===== src/rtl/bcd_display_scanner.sv =====
// rtl/bcd_display_scanner.sv - binary to BCD converter with time-multiplexed digit scan
// Optional feature macro: LEADING_ZERO_BLANK_EN (blank leading zero digits with code 4'hF)
`timescale 1ns/1ps
module bcd_display_scanner #(
  parameter int NUM_DIGITS  = 4,
  parameter int BIN_WIDTH   = 14,
  parameter int REFRESH_DIV = 50000
) (
  input  logic                  clk,
  input  logic                  rst_n,
  input  logic                  value_valid,
  input  logic [BIN_WIDTH-1:0]  value,
  output logic                  value_ready,
  output logic [3:0]            digit,
  output logic [NUM_DIGITS-1:0] digit_sel,
  output logic                  overflow
);

  localparam int BCD_W  = 4 * NUM_DIGITS;
  localparam int CNT_W  = (REFRESH_DIV > 1) ? $clog2(REFRESH_DIV) : 1;
  localparam int IDX_W  = (NUM_DIGITS > 1) ? $clog2(NUM_DIGITS) : 1;
  localparam int STEP_W = $clog2(BIN_WIDTH + 1);

  function automatic logic [63:0] pow10(input int n);
    logic [63:0] r;
    r = 64'd1;
    for (int i = 0; i < n; i++) r = r * 64'd10;
    return r;
  endfunction

  localparam logic [63:0]          MAX_VAL = pow10(NUM_DIGITS) - 64'd1;
  localparam logic [BIN_WIDTH-1:0] MAX_OP  = MAX_VAL[BIN_WIDTH-1:0];

  typedef enum logic [1:0] {IDLE, CONVERT, DONE} state_t;

  state_t               state;
  logic [BIN_WIDTH-1:0] op_q;
  logic [BCD_W-1:0]     work_q;
  logic [BCD_W-1:0]     disp_q;
  logic [STEP_W-1:0]    steps_q;
  logic                 ovf_work_q;
  logic [CNT_W-1:0]     cnt_q;
  logic [IDX_W-1:0]     idx_q;

  logic [63:0]          value_ext;
  logic                 sat;
  logic [BIN_WIDTH-1:0] operand;
  logic [BCD_W-1:0]     adj;
  logic [BCD_W-1:0]     next_disp;
  logic [IDX_W-1:0]     next_idx;
  logic                 terminal;
  logic [3:0]           next_digit;

  // Values beyond what the display can show are clamped to all nines
  always_comb begin
    value_ext = 64'(value);
    sat       = value_ext > MAX_VAL;
    operand   = sat ? MAX_OP : value;
  end

  // Double-dabble correction: every nibble >= 5 gets +3 before the shift
  always_comb begin
    adj = work_q;
    for (int i = 0; i < NUM_DIGITS; i++) begin
      if (work_q[4*i +: 4] >= 4'd5) adj[4*i +: 4] = work_q[4*i +: 4] + 4'd3;
    end
  end

  // Next display contents and scan position, so the new index sees a freshly latched value
  always_comb begin
    next_disp = (state == DONE) ? work_q : disp_q;
    terminal  = (cnt_q == CNT_W'(REFRESH_DIV - 1));
    next_idx  = idx_q;
    if (terminal) begin
      next_idx = (idx_q == IDX_W'(NUM_DIGITS - 1)) ? '0 : idx_q + IDX_W'(1);
    end
  end

  // Select the nibble to present, optionally replacing leading zeros with the blank code
  always_comb begin
    logic [NUM_DIGITS-1:0] blank;
    logic                  all_zero;
    blank      = '0;
    all_zero   = 1'b1;
    next_digit = 4'd0;
`ifdef LEADING_ZERO_BLANK_EN
    for (int i = NUM_DIGITS - 1; i >= 1; i--) begin
      all_zero = all_zero && (next_disp[4*i +: 4] == 4'd0);
      blank[i] = all_zero;
    end
`endif
    for (int i = 0; i < NUM_DIGITS; i++) begin
      if (IDX_W'(i) == next_idx) next_digit = blank[i] ? 4'hF : next_disp[4*i +: 4];
    end
  end

  // Handshake and conversion sequencer; display and overflow commit together in DONE
  always_ff @(posedge clk or negedge rst_n) begin
    if (!rst_n) begin
      state       <= IDLE;
      op_q        <= '0;
      work_q      <= '0;
      disp_q      <= '0;
      steps_q     <= '0;
      ovf_work_q  <= 1'b0;
      overflow    <= 1'b0;
      value_ready <= 1'b1;
    end else begin
      case (state)
        IDLE: begin
          if (value_valid && value_ready) begin
            op_q        <= operand;
            ovf_work_q  <= sat;
            work_q      <= '0;
            steps_q     <= STEP_W'(BIN_WIDTH);
            value_ready <= 1'b0;
            state       <= CONVERT;
          end
        end
        CONVERT: begin
          work_q  <= {adj[BCD_W-2:0], op_q[BIN_WIDTH-1]};
          op_q    <= op_q << 1;
          steps_q <= steps_q - STEP_W'(1);
          if (steps_q == STEP_W'(1)) state <= DONE;
        end
        DONE: begin
          disp_q      <= work_q;
          overflow    <= ovf_work_q;
          value_ready <= 1'b1;
          state       <= IDLE;
        end
        default: begin
          state       <= IDLE;
          value_ready <= 1'b1;
        end
      endcase
    end
  end

  // Free-running refresh divider and scan index with registered digit outputs
  always_ff @(posedge clk or negedge rst_n) begin
    if (!rst_n) begin
      cnt_q     <= '0;
      idx_q     <= '0;
      digit     <= 4'd0;
      digit_sel <= NUM_DIGITS'(1);
    end else begin
      cnt_q     <= terminal ? '0 : cnt_q + CNT_W'(1);
      idx_q     <= next_idx;
      digit     <= next_digit;
      digit_sel <= NUM_DIGITS'(1) << next_idx;
    end
  end

endmodule


===== config.mk =====
export PLATFORM = sky130hd
export DESIGN_NAME = bcd_display_scanner
export DESIGN_NICKNAME = d
export VERILOG_FILES = /design/src/rtl/bcd_display_scanner.sv
export SDC_FILE = /design/constraint.sdc
export NUM_CORES = 1
export LEC_CHECK = 0
export BUFFER_PORTS_ARGS = -buffer_cell sky130_fd_sc_hd__buf_2
export CAP_MARGIN = 20
export CORE_MARGIN = 2
export CORE_UTILIZATION = 53
export CTS_CLUSTER_DIAMETER = 40
export DETAILED_ROUTE_END_ITERATION = 6
export PLACE_DENSITY_LB_ADDON = 0.12
export SLEW_MARGIN = 20
export SYNTH_ARGS = -nofsm -noshare
export SYNTH_HDL_FRONTEND = slang
export SYNTH_SLANG_ARGS = --single-unit

===== constraint.sdc =====
create_clock -name clk -period 5.3 [get_ports clk]
set_input_delay 1.06 -clock clk [delete_from_list [all_inputs] [get_ports clk]]
set_output_delay 1.06 -clock clk [all_outputs]
set_load 0.01 [all_outputs]

; ---- Yosys cells after proc, flatten, opt, wreduce, memory -nomap -nowiden
; Index checks and enable logic that the tools add are counted.
[word_totals]
in_bits = 17
word_cells = 68
register_bits = 81
out_inout_bits = 10
[op_classes]
muxes = 24
shift = 1
order_cmp = 5
bitwise = 1
n_addsub = 7
reduce_logical = 8
eq_ne = 10
[op_table]
columns = op, n
row1 = 2-to-1 mux 16 bit, 3
row2 = 2-to-1 mux 4 bit, 8
row3 = one-hot mux 16 bit (2 select lines), 1
row4 = 2-to-1 mux 14 bit, 2
row5 = one-hot mux 14 bit (2 select lines), 1
row6 = "adder 16 x 1 -> 16 bit, second input constant", 1
row7 = "equality test 16 bit, second input constant", 1
row8 = ">= comparator 4 x 3 -> 1 bit, second input constant", 4
row9 = "> comparator 14 bit, second input constant", 1
row10 = "adder 4 x 2 -> 4 bit, second input constant", 3
row11 = 2-to-1 mux 2 bit, 4
row12 = one-hot mux 4 bit (2 select lines), 1
row13 = AND reduction 2 bit, 4
row14 = "equality test 2 bit, first input constant", 2
row15 = "equality test 2 bit, second input constant", 2
row16 = "equality test 4 x 1 -> 1 bit, second input constant", 1
row17 = zero test 2 bit, 2
row18 = "inequality test 2 bit, second input constant", 2
row19 = one-hot mux 2 bit (2 select lines), 1
row20 = "left shift 1 x 2 -> 4 bit, first input constant", 1
row21 = "subtractor 4 x 1 -> 4 bit, second input constant", 1
row22 = "adder 3 x 2 -> 3 bit, second input constant", 1
row23 = 2-to-1 mux 3 bit, 1
row24 = "adder 2 x 1 -> 2 bit, second input constant", 1
row25 = other kinds (7), 7

; ---- Logic depth before layout (Yosys ltp)
; Gate-level depths: netlist of the first run.
[logic_depth]
ltp_word = 8
mapped_depth = 7
mapped_depth_nobuf = 7

; ---- Least setup slack after synthesis of the first run
; OpenSTA, ideal clock, no wires.
[synth_path]
path_kind = register to register
startpoint = register cnt_q[5]
endpoint = register digit[0]
setup_ns = 0.130
path_buffers = 1
required_time_ns = 5.170
path_slack_ns = 3.159
period_less_slack_ns = 2.141
arrival_time_ns = 2.011
path_stages_with_launch = 7
path_cell_list = dfrtp_1 > or4_4 > or4_4 > nor3_4 > or2_1 > buf_6 > o31ai_2
[synth_between]
elab_chain_len = 7
word_cells_on_any_way = 10
classes_between = eq/ne (4) / mux (5) / reduce/logical (1)
[synth_rtl]
columns = element, line_no
row1 = start: declaration, 42  ; logic [CNT_W-1:0] cnt_q;
row2 = start signal: assignment, 148  ; cnt_q <= terminal ? '0 : cnt_q + CNT_W'(1);
row3 = equality test 16 bit *, 72  ; terminal = (cnt_q == CNT_W'(REFRESH_DIV - 1));
row4 = 2-to-1 mux 2 bit *, 74  ; if (terminal) begin
row5 = named net next_idx[0], 50  ; logic [IDX_W-1:0] next_idx;
row6 = zero test 2 bit, 93  ; if (IDX_W'(i) == next_idx) next_digit = blank[i] ? 4'hF : next_disp[4*i +: 4];
row7 = 2-to-1 mux 4 bit (3 in series), 93
row8 = 2-to-1 mux 4 bit *, 93
row9 = named net next_digit[0], 52  ; logic [3:0] next_digit;
row10 = end signal: assignment, 150  ; digit <= next_digit;
row11 = end: declaration, 14  ; output logic [3:0] digit,
; Mark *: on every way through the listed nets, which the timed path passes. The rest lies on a longest branch.
; A chain may end at the register's enable or synchronous reset.

; ---- Final worst setup path of the first run
[layout_path]
startpoint = register cnt_q[5]
endpoint = register cnt_q[8]
[layout_between]
elab_chain_len = 2
word_cells_on_any_way = 3
classes_between = add/sub (1) / eq/ne (1) / mux (1)
[layout_rtl]
columns = element, line_no
row1 = adder 16 x 1 -> 16 bit or equality test 16 bit (tied branches), "148, 72"
row2 = 2-to-1 mux 16 bit *, 148
; Every way passes the cells marked *; elsewhere a longest branch is shown, timed or not.

==> results of run 1 <==
==> layout by cell type, fill, tap and decap left out, types with 5 or more instances in the layout <==
cell	count
nor2_1	24
nand2b_1	6
mux2i_1	16
and3_1	8
mux2_2	5
xnor2_1	12
ha_1	12
a22oi_1	12
o21ai_0	24
dfrtp_1	79
xor2_1	10
clkbuf_8	10
nand2_1	32
nand3_1	15
a21oi_1	15
o31ai_1	7
inv_1	19
buf_2	25
==> stage by stage <==
| step | setup slack [ns] | area, µm² |
|---|---|---|
| 2_1_floorplan | 3.159 | 3910 |
| 3_3_place_gp | 2.804 | 4081 |
| 3_5_place_dp | 2.783 | 4081 |
| 4_1_cts | 2.836 | 4285 |
| 5_1_grt | 2.745 | 4289 |
| 6_report | 2.866 | 4289 |
==> flip-flops by register name (all words and copies together) (netlist names) <==
| signal | count |
|---|---|
| cnt_q | 16 |
| disp_q | 16 |
| work_q | 16 |
| op_q | 14 |
| digit | 4 |
| digit_sel | 4 |
| steps_q | 4 |
| idx_q | 2 |
| state | 2 |
| overflow | 1 |
| ovf_work_q | 1 |
| value_ready | 1 |
==> report_power, final <==
part,switching (mW),internal [mW]
Sequential,0.128,0.803
Combinational,0.390,0.294
Clock,0.226,0.233
Total,0.743,1.33
==> per-layer routing <==
| metal | share of wire, % | GRT usage (%) |
|---|---|---|
| met1 | 46 | 25.08 |
| met2 | 49 | 32.70 |
| met3 | 3.4 | 3.101 |
| met4 | 1.9 | 9.231 |
| met5 | 0 | 0 |
==> worst min-delay path by stage <==
stage	start	end	slack (ns)	cells after the start
final	op_q[11]	op_q[12]	0.47	2
after global routing	op_q[11]	op_q[12]	0.52	2
after CTS	op_q[11]	op_q[12]	0.48	2
after detailed placement	op_q[11]	op_q[12]	0.46	2
after global placement	ovf_work_q	ovf_work_q	0.46	2
after floorplan	op_q[11]	op_q[12]	0.44	2
==> layout make-up <==
class | count | area, µm²
fill | 636 | 2925
sequential | 81 | 2029
tap | 99 | 123.9
clock buffer | 11 | 141.4
multi-input combinational | 249 | 1709
inverter | 19 | 71.32
clock inverter | 5 | 62.56
timing repair buffer | 28 | 151.4
==> cells by family after synthesis <==
| group | after synthesis | synth area share, % |
|---|---|---|
| simple gates | 112 | 14.98 |
| compound gates | 82 | 14.43 |
| flops | 81 | 51.90 |
| buf+inv | 38 | 4.384 |
| xor+xnor | 22 | 4.928 |
| mux | 21 | 5.536 |
| fa+ha+maj | 12 | 3.840 |
==> worst max-delay path: stages (launching register included) <==
cell	delay [ns]
dfrtp_1	0.42
or4_4	0.55
or4_4	0.59
nor2_1	0.61
nor2_1	0.13
==> results.yml, run 1 <==
layout:
  syn2layout_area_growth_pct: 9.696
  drive_gt1_share_pct: 16.54
  finish.utilization_pct: 59.45
  fin_nets: 417
  final_cells: 492
  n_antenna_cell: 0
detailed_routing:
  wl_um: 7323
  antenna_left: 0
  wire_per_inst_um: 14.88
  drtIter0Drc: 126
  drc: 0
  post_drt_via_cell_ratio: 5.581
  num_vias: 2746
  drtPass1Iterations: 4
yosys:
  synth_seq_cells: 81
  synth_edf_count: 0
  ys_warn_count: 0
  ys_types: 46
  synth_top_area_cell: "dfrtp_1"
  synth_most_common_cell: "dfrtp_1"
  syn_inst: 368
  yosysTopAreaCellShare_pct: 50.56
  synth_nets: 397
  synthArstFlopShare_pct: 100.0
  syn_area_mm2: 0.003910
  ys_top_cells_by_count: "dfrtp_1, nand2_1, nor2_1, o21ai_0, inv_1"
  syn_area_per_cell_um2: 10.63
  synth_ff_type: "dfrtp_1"
  synthTopCellsByArea: "dfrtp_1, mux2i_1, ha_1"
  seq_area_frac_synth_pct: 51.90
die:
  start_util_pct: 54.20
  die_y_um: 89.89
  die_w_um: 89.89
  core_mm2: 0.007214
  row_count: 31
  dieArea_mm2: 0.008080
  io_pins: 27
critical_path:
  path_class: "flop to flop"
  regToRegEndpoint: "cnt_q[8]"
  end_kind: "flop"
  r2r-start: "cnt_q[5]"
  r2r_cells: 4
  r2r_slack_ns: 2.87
  cp.required_ns: 5.51
  crit_fanout: 11
  setup.worst_path.end: "cnt_q[8]"
  critical_path.startpoint: "cnt_q[5]"
  start_kind: "flop"
  worstPathArrival_ns: 2.64
sta:
  min_period_ns: 2.434
  tightest_slew_ns: 1.049
  max_freq_mhz: 410.8
  rsz0062_at_grt: "no"
  final_max_slew_viol_count: 0
  max_slew_margin_pct: 30.06
  whs_ns: 0.4744
  period_share_pct: 45.93
  hold_violations: 0
  tns_ns: 0
  skew_ns: 0.01240
  setup_viol: 0
clock_tree:
  clk_path_buf_depth: 2
  cts_buffers: 9
  ctsResizeCount: 0
  holdBufCountCts: 0
  path_clk_slew_ns: 0.08
  clock-sinks: 81
  clkLatencyLatePin_ns: 0.35
  cts_tree: "done"
  root_buffer: "clkbuf_8"
  h-tree-depth: 3
  postCtsSetupBuffers: 0
pwr:
  power_density_mw_per_mm2: 483.3
  ir_drop_mv: 0.2654
  total_power_mw: 2.073
  cellLeakagePower_nw: 2.098
grt:
  grt_max_degree: 82
  grt.overflow.total: 0
  grt_pass1_wl_um: 12650
  grt_pass1_vias: 2754
  antenna_found_initial: 0
  grt_use_total_pct: 19.55
status:
  outcome: "complete, no violations"
worst_hold_path:
  min_path_type: "flop to flop"
place:
  dp_hpwl_um: 5090
  port_buffers: 26
  place_inst: 476
  gp_congestion: 0.7784
run:
  cap_violations: 0
No activity file was read; power rests on OpenSTA's default activity.
==> run 2: changes to the inputs <==
Clock period 5.3 ns to 2.2 ns, I/O delays scaled along.
==> run 2 against run 1 <==
  * Flip-flop and latch count did not move
  * Final cell count rose by 3.3%
  * Combinational power rose by 140%
  * Register-to-register slack got worse by 2.8 ns
  * First-iteration DRC count fell by 16%
  * Sequential share of layout area fell by 1.5 points
  * Sequential power rose by 140%
  * Clock power rose by 130%
  * Global-route usage rose by 0.68 points
  * Via count rose by 1.8%
  * Setup slack got worse by 2.8 ns
  * Worst hold slack got worse by 0.46 ns
  * Critical endpoint is now digit[0]
==> results.yml, run 2 (synthesis gave the netlist of run 1 again) <==
die:
  dieArea_mm2: 0.008080
  start_util_pct: 54.20
  core_mm2: 0.007214
  die_y_um: 89.89
  die_w_um: 89.89
  io_pins: 27
  row_count: 31
critical_path:
  crit_fanout: 11
  path_class: "flop to flop"
  cp_slowest_cell: "or4_4"
  cp.required_ns: 2.45
  end_kind: "flop"
  start_kind: "flop"
  cp_cell_sequence: "or4_4, nor4_2, nand3_2, and3b_2, o31ai_2"
  critical_path.top_delay_family: "simple AND/OR/NAND/NOR gates"
  critPathBufInv: 0
  worstPathArrival_ns: 2.41
  cpPeakStageDelay_ns: 0.55
clock_tree:
  h-tree-depth: 3
  cts_buffers: 9
  clk_path_buf_depth: 2
  root_buffer: "clkbuf_8"
  clock-sinks: 81
  cts_tree: "done"
  path_clk_slew_ns: 0.07
  clkLatencyLatePin_ns: 0.35
  holdBufCountCts: 0
sta:
  final_max_slew_viol_count: 0
  max_slew_margin_pct: 51.66
  rsz0062_at_grt: "no"
  min_period_ns: 2.162
  period_share_pct: 98.28
  max_freq_mhz: 462.5
  skew_ns: 0.007804
  tightest_slew_ns: 0.7224
  hold_violations: 0
  setup_viol: 0
pwr:
  power.switching_mw: 1.731
  total_power_mw: 4.936
  ir_drop_mv: 0.7710
  power_frac_comb_pct: 33.4
  power_density_mw_per_mm2: 1113
  clock_power_share_pct: 21.3
  seqPwrFrac_pct: 45.2
  cellLeakagePower_nw: 2.175
  p_int_mw: 3.204
  switching_share_pct: 35.08
layout:
  final_cells: 508
  drive_gt1_share_pct: 21.03
  n_antenna_cell: 0
  most-common-layout-cells: "dfrtp_1, nand2_1, buf_2, o21ai_0, nor2_1"
  final_common_cell: "dfrtp_1"
  top_regs: "cnt_q x16, disp_q x16, work_q x16"
  fillerInstances: 627
  finish.utilization_pct: 61.45
  syn2layout_area_growth_pct: 13.38
  fin_nets: 433
grt:
  grt_max_degree: 32
  grt.overflow.total: 0
  grt_pass1_vias: 2823
  antenna_found_initial: 0
  grt_pass1_wl_um: 13230
  grt_use_total_pct: 20.23
detailed_routing:
  wire_per_inst_um: 14.82
  wl_um: 7527
  drtIter0Drc: 106
  drc: 0
  num_vias: 2795
  drtPass1Iterations: 4
  post_drt_via_cell_ratio: 5.502
  antenna_left: 0
worst_hold_path:
  min_path_type: "input port to asynchronous set/reset pin"
place:
  dp_hpwl_um: 5195
  port_buffers: 26
  place_inst: 489
  gp_congestion: 0.8043
status:
  outcome: "complete, no violations"
run:
  cap_violations: 0
## run 2: changes by cell type in the layout (fill, tap and decap cells not counted), sizes merged
| cell | change |
|---|---|
| clkbuf | +1 |
| o21ai | +1 |
| clkinv | +2 |
| buf | +15 |
| clkinvlp | -2 |
| inv | -1 |
## run 2: power groups by stage
| stage | sequential [mW] | combinational [mW] | clock (mW) |
|---|---|---|---|
| after global placement | 2.24 | 1.62 | 0 |
| after CTS | 2.24 | 1.68 | 1.09 |
| after floorplan | 2.20 | 1.26 | 0 |
| after global routing | 2.30 | 1.92 | 1.15 |
| after detailed placement | 2.26 | 1.66 | 0 |
| final | 2.23 | 1.65 | 1.05 |
## run 2: per-layer routing
layer	vias up	routed length, µm	track usage, %
met1	1357	3490	27.04
met3	15	235	3.185
li1	1368	-	-
met5	-	0	0
met4	0	185	8.846
met2	55	3617	33.02
## run 2: stage by stage
step	hold slack [ns]	setup WS [ns]	area (µm²)	setup TNS [ns]
floorplan	0.1444	0.05894	3910	0
global placement	0.3966	0.04518	4192	0
detailed placement	0.3986	-0.002649	4192	-0.002649
CTS	0.02040	0.01786	4395	0
global route	0.04276	0.003576	4433	0
finish	0.01886	0.03780	4433	0
## run 2: final cells by class
| cell class | count | area [µm²] | area share (%) |
|---|---|---|---|
| inverter | 19 | 71.32 | 1.609 |
| sequential | 81 | 2031 | 45.81 |
| tap | 99 | 123.9 | 2.794 |
| clock inverter | 4 | 45.04 | 1.016 |
| clock buffer | 12 | 145.1 | 3.274 |
| timing repair buffer | 43 | 272.8 | 6.153 |
| multi-input combinational | 250 | 1744 | 39.35 |
## run 2: timing repair
action                     CTS  global route
pin swaps                    0             2
setup endpoints to repair    3             5
cloned                       0             1
setup buffers                0             2
gates resized for setup      3             4
## run 2: path summary, 6_finish.rpt
check,endpoint,from,slack [ns],depth (start not counted)
setup / recovery,digit[0],cnt_q[5],0.04,5
min in group clk,op_q[6],value[6],0.31,2
max in group asynchronous,op_q[10],rst_n,1.55,2
hold reg to reg,ovf_work_q,ovf_work_q,0.48,2
hold / removal,disp_q[9],rst_n,0.02,1
setup reg to reg,digit[0],cnt_q[5],0.04,5
==> run 3: changes to the inputs <==
Settings changed: CTS_BUF_LIST from default to sky130_fd_sc_hd__clkbuf_4 sky130_fd_sc_hd__clkbuf_8, RECOVER_POWER from default to 25.
==> run 3 against run 2 <==
  * The flow now finishes with violations (capacitance limit, slew limit)
  * Combinational power barely moved
  * Final cell count did not move
  * Critical path depth did not move
  * Global-route usage rose by 0.11 points
  * Routed wire length barely moved
  * Sequential share of layout area barely moved
  * Flip-flop and latch count did not move
  * Clock power barely moved
  * Worst hold slack improved by 0.29 ns
==> results.yml, run 3 (synthesis gave the netlist of run 1 again) <==
sta:
  max_slew_margin_pct: -12.39
  hold_violations: 0
  tightest_slew_ns: 1.686
  max_freq_mhz: 460.3
  skew_ns: 0.009846
  min_period_ns: 2.172
  setup_viol: 0
  final_max_slew_viol_count: 31
  period_share_pct: 98.75
  rsz0062_at_grt: "no"
clock_tree:
  clk_path_buf_depth: 2
  clkLatencyLatePin_ns: 0.35
  cts_tree: "done"
  h-tree-depth: 3
  root_buffer: "clkbuf_8"
  clock-sinks: 81
  cts_buffers: 9
  path_clk_slew_ns: 0.08
critical_path:
  r2r-start: "cnt_q[5]"
  critical_path.startpoint: "cnt_q[5]"
  start_kind: "flop"
  r2r_cells: 5
  end_kind: "flop"
  r2r_slack_ns: 0.03
  crit_fanout: 11
  worstPathArrival_ns: 2.42
  cp.required_ns: 2.44
  path_class: "flop to flop"
  setup.worst_path.end: "digit[0]"
  regToRegEndpoint: "digit[0]"
pwr:
  total_power_mw: 4.964
  ir_drop_mv: 0.7718
  cellLeakagePower_nw: 2.178
  power_density_mw_per_mm2: 1119
die:
  io_pins: 27
  core_mm2: 0.007214
  die_y_um: 89.89
  row_count: 31
  die_w_um: 89.89
  dieArea_mm2: 0.008080
  start_util_pct: 54.20
grt:
  grt_pass1_vias: 2838
  use_met2_pct: 32.95
  grt.overflow.total: 0
  grt_use_total_pct: 20.34
  grt_use_met3_pct: 3.185
  grt_util_met1_pct: 27.32
  grt_max_degree: 32
  busiest_layer: "met2"
  grt_pass1_wl_um: 13310
  antenna_found_initial: 0
place:
  place_area_mm2: 0.004192
  gp_congestion: 0.8043
  dp_hpwl_um: 5195
  place_inst: 489
  port_buffers: 26
status:
  failed_checks: "capacitance limit, slew limit"
  outcome: "finished with violations"
layout:
  stdcell_area_mm2: 0.004437
  final_cells: 508
  top_regs: "cnt_q x16, disp_q x16, work_q x16"
  finish.utilization_pct: 61.50
  fin_nets: 433
  syn2layout_area_growth_pct: 13.47
  final_common_cell: "dfrtp_1"
  n_antenna_cell: 0
  drive_gt1_share_pct: 21.27
  most-common-layout-cells: "dfrtp_1, nand2_1, buf_2, o21ai_0, nor2_1"
worst_hold_path:
  min_path_type: "input port to flop"
  hp-start: "value[6]"
detailed_routing:
  antenna_left: 0
  wire_per_inst_um: 14.82
  num_vias: 2790
  drtPass1Iterations: 4
  drc: 0
  post_drt_via_cell_ratio: 5.492
  drtIter0Drc: 84
  wl_um: 7530
run:
  cap_violations: 1
-- run 3: worst min path at each step --
stage | end | slack (ns) | cells past startpoint
2_1_floorplan | cnt_q[0] | 0.14 | 0
3_3_place_gp | disp_q[9] | 0.40 | 1
3_5_place_dp | disp_q[9] | 0.40 | 1
4_1_cts | cnt_q[9] | 0.02 | 1
5_1_grt | op_q[7] | 0.31 | 2
6_report | op_q[6] | 0.31 | 2
-- run 3: per-layer routing --
metal / vias to the layer above / routed length [µm]
li1: 1374 / -
met4: 0 / 165
met3: 13 / 254
met1: 1353 / 3409
met5: - / 0
met2: 50 / 3701
-- run 3: final cells by class --
class	count	area, µm²
clock buffers	12	152.6
clock inverters	4	45.04
fillers	629	2778
inverters	19	71.32
multi-input cells	250	1744
flip-flops and latches	81	2031
well taps	99	123.9
repair buffers	43	269.0
-- run 3: through the flow --
| step | hold WS, ns | TNS, ns | setup slack [ns] |
|---|---|---|---|
| 6_report | 0.3124 | 0 | 0.02753 |
| 5_1_grt | 0.3094 | 0 | 0.003576 |
| 4_1_cts | 0.01574 | 0 | 0.01786 |
| 3_5_place_dp | 0.3986 | -0.002649 | -0.002649 |
| 3_3_place_gp | 0.3966 | 0 | 0.04518 |
| 2_1_floorplan | 0.1444 | 0 | 0.05894 |
-- run 3: power by group --
group          total, mW  switching [mW]  internal [mW]  leakage [nW]
Clock               1.08           0.505          0.576         0.107
Combinational       1.65           0.934          0.717          1.03
Sequential          2.23           0.296           1.94          1.04
Total               4.96            1.74           3.23          2.18
-- run 3: repair_timing --
item	in CTS	in global routing
endpoints found under the hold margin	0	0
hold buffers	0	0
gates resized for setup	3	4
cloned	0	1
endpoints found under the setup margin	3	6
pin swaps	0	2
buffers inserted	0	2
-- run 3: critical path, cell delays in order, from the launching register on --
cell     delay (ns)
dfrtp_1        0.38
or4_4          0.54
nor4_2         0.40
nand3_2        0.25
and3b_2        0.30
o31ai_2        0.20
